`config.mk`:
```
export PLATFORM = sky130hd
export DESIGN_NAME = keypad_scanner
export DESIGN_NICKNAME = d
export VERILOG_FILES = /design/src/rtl/keypad_scanner.sv
export SDC_FILE = /design/constraint.sdc
export NUM_CORES = 1
export LEC_CHECK = 0
export ABC_AREA = 1
export BUFFER_PORTS_ARGS = -buffer_cell sky130_fd_sc_hd__buf_2
export CORE_MARGIN = 10
export CORE_UTILIZATION = 40
export CTS_CLUSTER_DIAMETER = 150
export DETAILED_ROUTE_END_ITERATION = 10
export SYNTH_ARGS = -nofsm -noshare
export SYNTH_HDL_FRONTEND = slang
export SYNTH_SLANG_ARGS = --single-unit
```
`constraint.sdc`:
```
create_clock -name clk -period 2.05 [get_ports clk]
set_input_delay 0.3075 -clock clk [delete_from_list [all_inputs] [get_ports clk]]
set_output_delay 0.3075 -clock clk [all_outputs]
set_load 0.05 [all_outputs]
```
`src/rtl/keypad_scanner.sv`:
```
// 4x4 active-low matrix keypad scanner: column scan, press/release debounce, one-clk key strobe.
// Define KEYPAD_REPEAT_EN to add auto-repeat strobes every REPEAT_TICKS ticks while a key is held.
module keypad_scanner #(
    parameter int CLK_DIV        = 50000,
    parameter int DEBOUNCE_TICKS = 4,
    parameter int REPEAT_TICKS   = 100
) (
    input  logic       clk,
    input  logic       rst_n,
    input  logic [3:0] row,
    output logic [3:0] col,
    output logic [3:0] key_code,
    output logic       key_valid,
    output logic       key_pressed
);
    localparam int TICK_W = $clog2(CLK_DIV) + 1;
    localparam int DB_W   = $clog2(DEBOUNCE_TICKS) + 1;

    if (CLK_DIV < 4 || DEBOUNCE_TICKS < 1 || REPEAT_TICKS < 1) begin : g_param_check
        $error("keypad_scanner: illegal parameter value");
    end

    typedef enum logic [1:0] {SCAN, DEBOUNCE, PRESSED, RELEASE_DB} state_t;

    state_t            r_state;
    state_t            w_state_next;
    logic [3:0]        r_row_meta;
    logic [3:0]        r_row_s;
    logic [TICK_W-1:0] r_tick_cnt;
    logic              w_tick;
    logic [3:0]        r_col;
    logic [3:0]        w_col_next;
    logic [3:0]        r_cap_row;
    logic [3:0]        w_cap_row_next;
    logic [1:0]        r_cap_col;
    logic [1:0]        w_cap_col_next;
    logic [DB_W-1:0]   r_stable_cnt;
    logic [DB_W-1:0]   w_stable_next;
    logic [DB_W-1:0]   w_stable_inc;
    logic [3:0]        r_key_code;
    logic [3:0]        w_code_next;
    logic              r_key_valid;
    logic              w_valid_next;
    logic              r_key_pressed;
    logic              w_pressed_next;
    logic [1:0]        w_col_idx;
    logic [1:0]        w_row_idx;
    logic              w_rpt_fire;

    always_ff @(posedge clk or negedge rst_n) begin
        if (!rst_n) begin
            r_row_meta <= 4'hF;
            r_row_s    <= 4'hF;
            r_tick_cnt <= '0;
        end else begin
            r_row_meta <= row;
            r_row_s    <= r_row_meta;
            r_tick_cnt <= w_tick ? '0 : r_tick_cnt + TICK_W'(1);
        end
    end

    assign w_tick       = (r_tick_cnt == TICK_W'(CLK_DIV - 1));
    assign w_stable_inc = r_stable_cnt + DB_W'(1);

    // Descending loops leave the lowest-index low bit as the winner.
    always_comb begin
        w_col_idx = 2'd0;
        w_row_idx = 2'd0;
        for (int i = 3; i >= 0; i--) begin
            if (!r_col[i])     w_col_idx = 2'(i);
            if (!r_cap_row[i]) w_row_idx = 2'(i);
        end
    end

`ifdef KEYPAD_REPEAT_EN
    localparam int RPT_W = $clog2(REPEAT_TICKS) + 1;

    logic [RPT_W-1:0] r_rpt_cnt;
    logic [RPT_W-1:0] w_rpt_next;
    logic [RPT_W-1:0] w_rpt_inc;

    assign w_rpt_inc = r_rpt_cnt + RPT_W'(1);

    always_comb begin
        w_rpt_next = r_rpt_cnt;
        w_rpt_fire = 1'b0;
        if (r_state != PRESSED) begin
            w_rpt_next = '0;
        end else if (w_tick) begin
            if (r_row_s == 4'hF) begin
                w_rpt_next = '0;
            end else if (w_rpt_inc == RPT_W'(REPEAT_TICKS)) begin
                w_rpt_next = '0;
                w_rpt_fire = 1'b1;
            end else begin
                w_rpt_next = w_rpt_inc;
            end
        end
    end

    always_ff @(posedge clk or negedge rst_n) begin
        if (!rst_n) r_rpt_cnt <= '0;
        else        r_rpt_cnt <= w_rpt_next;
    end
`else
    assign w_rpt_fire = 1'b0;
`endif

    always_comb begin
        w_state_next   = r_state;
        w_col_next     = r_col;
        w_cap_row_next = r_cap_row;
        w_cap_col_next = r_cap_col;
        w_stable_next  = r_stable_cnt;
        w_code_next    = r_key_code;
        w_valid_next   = r_key_valid;
        w_pressed_next = 1'b0;
        if (w_tick) begin
            case (r_state)
                SCAN: begin
                    if (r_row_s == 4'hF) begin
                        w_col_next = {r_col[2:0], r_col[3]};
                    end else begin
                        w_cap_row_next = r_row_s;
                        w_cap_col_next = w_col_idx;
                        w_stable_next  = '0;
                        w_state_next   = DEBOUNCE;
                    end
                end
                DEBOUNCE: begin
                    if (r_row_s == r_cap_row) begin
                        w_stable_next = w_stable_inc;
                        if (w_stable_inc == DB_W'(DEBOUNCE_TICKS)) begin
                            w_code_next    = {w_row_idx, r_cap_col};
                            w_valid_next   = 1'b1;
                            w_pressed_next = 1'b1;
                            w_state_next   = PRESSED;
                        end
                    end else begin
                        w_state_next = SCAN;
                    end
                end
                PRESSED: begin
                    if (r_row_s == 4'hF) begin
                        w_stable_next = '0;
                        w_state_next  = RELEASE_DB;
                    end else if (w_rpt_fire) begin
                        w_pressed_next = 1'b1;
                    end
                end
                RELEASE_DB: begin
                    if (r_row_s == 4'hF) begin
                        w_stable_next = w_stable_inc;
                        if (w_stable_inc == DB_W'(DEBOUNCE_TICKS)) begin
                            w_valid_next = 1'b0;
                            w_col_next   = {r_col[2:0], r_col[3]};
                            w_state_next = SCAN;
                        end
                    end else begin
                        w_state_next = PRESSED;
                    end
                end
                default: w_state_next = SCAN;
            endcase
        end
    end

    always_ff @(posedge clk or negedge rst_n) begin
        if (!rst_n) begin
            r_state       <= SCAN;
            r_col         <= 4'b1110;
            r_cap_row     <= 4'hF;
            r_cap_col     <= 2'd0;
            r_stable_cnt  <= '0;
            r_key_code    <= 4'h0;
            r_key_valid   <= 1'b0;
            r_key_pressed <= 1'b0;
        end else begin
            r_state       <= w_state_next;
            r_col         <= w_col_next;
            r_cap_row     <= w_cap_row_next;
            r_cap_col     <= w_cap_col_next;
            r_stable_cnt  <= w_stable_next;
            r_key_code    <= w_code_next;
            r_key_valid   <= w_valid_next;
            r_key_pressed <= w_pressed_next;
        end
    end

    assign col         = r_col;
    assign key_code    = r_key_code;
    assign key_valid   = r_key_valid;
    assign key_pressed = r_key_pressed;

endmodule

```
# Word-level counts from Yosys, hierarchy flattened
# Index checks and enable logic that the tools add are counted.
# word_totals
regBits	46
latch_bits	0
ramBits	0
rom_bits	0
input_bits	6
output_inout_bits	10
mem_count	0
# classes
n_addsub	2
mul	0
n_div	0
n_lt_le_gt_ge	0
eq_ne	16
shifts	0
muxes	34
bitwise_logic	1
reduce_logical	9
# ops
cell	n
$mux 2	14
$add 17x1->17 const B	1
$eq 17x16->1 const B	1
$mux 17	1
$reduce_and 5->1	3
$ne 2x2->1 const B	7
$mux 3	4
$mux 4	3
$pmux 3 s4	1
$mux 1	8
$pmux 2 s4	1
$pmux 4 s2	1
$ne 3x3->1 const B	2
$reduce_and 6->1	1
$eq 2x2->1 const B	2
$eq 4x4->1	1
$eq 4x4->1 const B	1
$reduce_and 4->1	1
$reduce_bool 2->1	2
$add 3x1->3 const B	1
$eq 3x3->1 const B	1
$reduce_and 3->1	1
$eq 2x1->1 const B	1
$logic_not 2->1	1
2 further kinds	2

# Longest topological paths before layout
# depth
word_depth	6
ltp_mapped	11

# Worst setup path before layout
# OpenSTA, ideal clock, no wires.
# synth_timing
kind	register -> register
start	register r_tick_cnt[0]
end	register r_cap_col[1]
setup_ps	119
t_arrival_ps	1336
required_time_ps	1931
slack_ps	595
path_stages_with_launch	10
path_buffers	1
period_less_slack_ps	1455
cell_sequence	dfrtp_1 ha_1 nand2_2 nor2_2 nand3_1 nor2_2 nand3_2 buf_6 nand2_1 o21ai_2
# synth_via
elab_chain_cells	2
# synth_lines
element	line_no	source
from (decl)	29	logic [TICK_W-1:0] r_tick_cnt;
from (signal assigned)	58	r_tick_cnt <= w_tick ? '0 : r_tick_cnt + TICK_W'(1);
$eq 17x16->1	62	assign w_tick = (r_tick_cnt == TICK_W'(CLK_DIV - 1));
$reduce_and 3->1 (no line)	--	
to (signal assigned)	182	r_cap_col <= w_cap_col_next;
to (decl)	35	logic [1:0] r_cap_col;
# No other way between the ends.
# A chain may end at the register's enable or synchronous reset.

# Final worst setup path
# layout_timing
start	register r_tick_cnt[0]
end	register r_tick_cnt[12]
# layout_via
elab_chain_cells	2
word_cells_on_any_way	3
cone_classes	add/sub (1); eq/ne (1); mux (1)
# layout_lines
element	line_no
$add 17x1->17 or $eq 17x16->1 (tied branches)	58, 62
$mux 17 *	58
# Every way passes the cells marked *; elsewhere a longest branch is shown, timed or not.

==> results.md <==
- Outcome: finished with violations
- Failing checks: negative hold slack
- WL/cell: 11.2 um
- CP required: 2.25 ns
- Count of final hold-check violations: 6
- Setup Fix Bufs, Post-CTS: 0
- Global-route wire length before repair: 7310 um
- Final Total Pwr: 1.78 mW
- Clock Latency Late Sink: 0.30 ns
- First DRT Iteration DRCs: 55
- Cells after Synth: 263
- Syn nets: 272
- Avg Cell Area, Syn: 8.47 sq um
- Unrepaired setup endpoints after global routing: no
- Flop and latch count out of synthesis: 46
- DIE HEIGHT: 94.6 um
- Worst-path cell chain: ha_1 > nand2_2 > nor2_1 > nand4_1 > nor2_1 > nand3_1 > o21ai_0 > inv_1
- Finish-stage setup viols: 0
- Internal power: 1.45 mW
- Slowest stage delay, CP: 0.40 ns
- CP Class: reg -> reg
- Post-synth EDFFs: 0
- CTS H-Tree Depth: 2
- Clock sink count: 46
- Crit path depth: 8
- Max-cap violations: 0
- Clock skew: 0.00882 ns
- Via count: 1,660
- Cell family with most CP delay: simple AND/OR/NAND/NOR gates
- Area Growth Syn to Fin: 14.0%
- Multiplexer share of the synthesized area: 0%
- Count of different cell masters after synthesis: 27
- Largest net degree at the start of global routing: 25
- Register area share after synthesis: 52.5%
- Die ar.: 8960 sq um
- Switching power: 0.325 mW
- Final WL: 3990 um
- Ys async rst share: 100%
- Post-cts resize count: 0
- Hold Path Class: in -> async
- Mapped cell area: 2230 sq um
- Residual DRC: 0
- Startpoint Class: flop
- Worst hold slack: -0.0129 ns
- Layout Nets: 293
- DRT antenna net count: 0
- Crit-path max FO: 4
- Static leakage: 1.27 nW
- Synth warnings: 0
- # rows: 27
- Port buffer count: 15
- DR vias/cell: 4.65
- Post-synthesis simple-gate area fraction: 28.3%
- Placer Congestion: 0.808
- Cts bufs inserted: 5
- Tcrit/Tclk final: 80.2%
- ANT cells: 0
- Commonest non-fill, non-tap cells in the layout: nand2_1 (75), inv_1 (34), dfrtp_1 (31), nor2_1 (26), nand3_1 (19)
- Vias in the first global route: 1,619
- Clock-pin slew on the worst setup and hold paths: 0.09 ns
- CTS Buffer Depth: 2
- Maximum clock frequency: 608 MHz
- First-pass DRT Iterations: 4
- Initial Util: 40.7%
- Worst EP arrival: 1.84 ns
- Crit-path most repeated cell: nor2_1
- CTS Root Cell: clkbuf_8
- Actual slew at the worst max-slew pin: 0.539 ns
- Synth Area in Adders: 1.68%
- Sw Share: 18.3%
- Initial antenna violation count: 0
- Ports: 16
- Layout cells sized above 1: 21.8%
- Dpl hpwl: 2990 um
- Compound-Gate Fraction of Synth Area: 6.68%
- Post-CTS Hold Fix Bufs: 0
- Finished Core Util: 46.4%
- Setup tns final: 0 ns
- Largest family of logic cells by synthesized area: simple AND/OR/NAND/NOR gates
- Commonest non-fill, non-tap cell in the layout: nand2_1
- Sequential power share: 52.1%
- CP Capture Type: flop
- Worst vdd rail ir drop: 0.000273 V
- Relative slew margins: 64.1%
- Core ar.: 5470 sq um
- Gr ovfl total: 0
- Worst path buffer plus inverter count: 1
- Pwr dens: 700 nW/um^2
- Chip width: 94.6 um
- Synth Flop Type: dfrtp_1
- Worst path slowest cell: dfrtp_1
- Combinational power share: 2.1%
- Final critical-path required period: 1.64 ns
- Clock group share of total power: 45.8%
- GRT Total Usage: 10.0%
- Reg2reg path depth: 8
- Fin. max-slew vios: 0
- Xor/xnor share of the synthesized area: 3.54%
- CTS tree: built
-- cells in the mapped netlist (all sizes together), types with 2 or more instances --
cell    instances  area (sq um)
nand2          77           294
inv            37           139
dfrtp          31           776
nor2           31           134
nand3          23           135
o21ai          19           121
dfstp          15           394
xor2            7          61.3
a21oi           4          20.0
buf             3          23.8
ha              3          37.5
nand3b          3          22.5
nand4           3          18.8
nor3            3          20.0
xnor2           2          17.5
-- registers in the layout, indices dropped and copies added (netlist names) --
signal,cells
r_cap_row,4
key_valid,1
r_stable_cnt,3
key_pressed,1
r_state,2
col,4
r_cap_col,2
r_row_s,4
r_row_meta,4
key_code,4
r_tick_cnt,17
-- power by group through the flow --
stage          clock network [mW]  registers [mW]  logic, mW
6_report                    0.813           0.926     0.0377
5_1_grt                     0.877           0.928     0.0449
4_1_cts                     0.845           0.927     0.0402
3_5_place_dp                    0           0.943     0.0400
3_3_place_gp                    0           0.943     0.0400
2_1_floorplan                   0           0.942     0.0106
-- cells by family after synthesis --
| group | after synthesis |
|---|---|
| simple gates | 141 |
| compound gates | 24 |
| buf+inv | 40 |
| xor+xnor | 9 |
| fa+ha+maj | 3 |
| flops | 46 |
-- final cells by class --
cell class	count	area [sq um]
Fill cell	535	2930
Sequential cell	46	1170
Tap cell	72	90.1
Multi-Input combinational cell	177	896
Clock inverter	2	60.1
Inverter	37	139
Clock buffer	6	82.6
Timing Repair Buffer	17	103
-- worst register-to-register path: stages, from the launching register on --
cell and delay, ns:
dfrtp_1 0.40, ha_1 0.21, nand2_2 0.08, nor2_1 0.13
nand4_1 0.23, nor2_1 0.26, nand3_1 0.10, o21ai_0 0.09
inv_1 0.05
-- metrics by stage --
| stage | instances | setup WS, ns | hold WS (ns) | cell area [sq um] |
|---|---|---|---|---|
| after floorplan | 263 | 0.595 | 0.0119 | 2230 |
| after global placement | 349 | 0.427 | 0.334 | 2400 |
| after detailed placement | 349 | 0.395 | 0.329 | 2400 |
| after CTS | 357 | 0.389 | 0.00366 | 2540 |
| after global routing | 357 | 0.209 | 0.0165 | 2540 |
| final | 357 | 0.406 | -0.0129 | 2540 |
-- path summary, 6_finish.rpt --
kind | start | endpoint | slack, ns
worst max-delay path | r_tick_cnt[0]$_DFF_PN0_ | r_tick_cnt[12]$_DFF_PN0_ | 0.41
worst min-delay path | rst_n | r_cap_col[0]$_DFFE_PN0P_ | -0.01
worst max register to register | r_tick_cnt[0]$_DFF_PN0_ | r_tick_cnt[12]$_DFF_PN0_ | 0.41
worst min register to register | r_row_meta[3]$_DFF_PN1_ | r_row_s[3]$_DFF_PN1_ | 0.35
max in group asynchronous | rst_n | col[2]$_DFFE_PN1P_ | 1.48
min in group clk | row[2] | r_row_meta[2]$_DFF_PN1_ | 0.11
-- routing by layer --
metal / vias to the layer above / GRT usage, % / wire length [um]
li1: 859 / - / -
met1: 779 / 12.4 / 1890
met2: 16 / 16.1 / 1850
met3: 6 / 3.17 / 193
met4: 0 / 3.37 / 54
met5: - / 0 / 0
No activity file was read; power rests on OpenSTA's default activity.
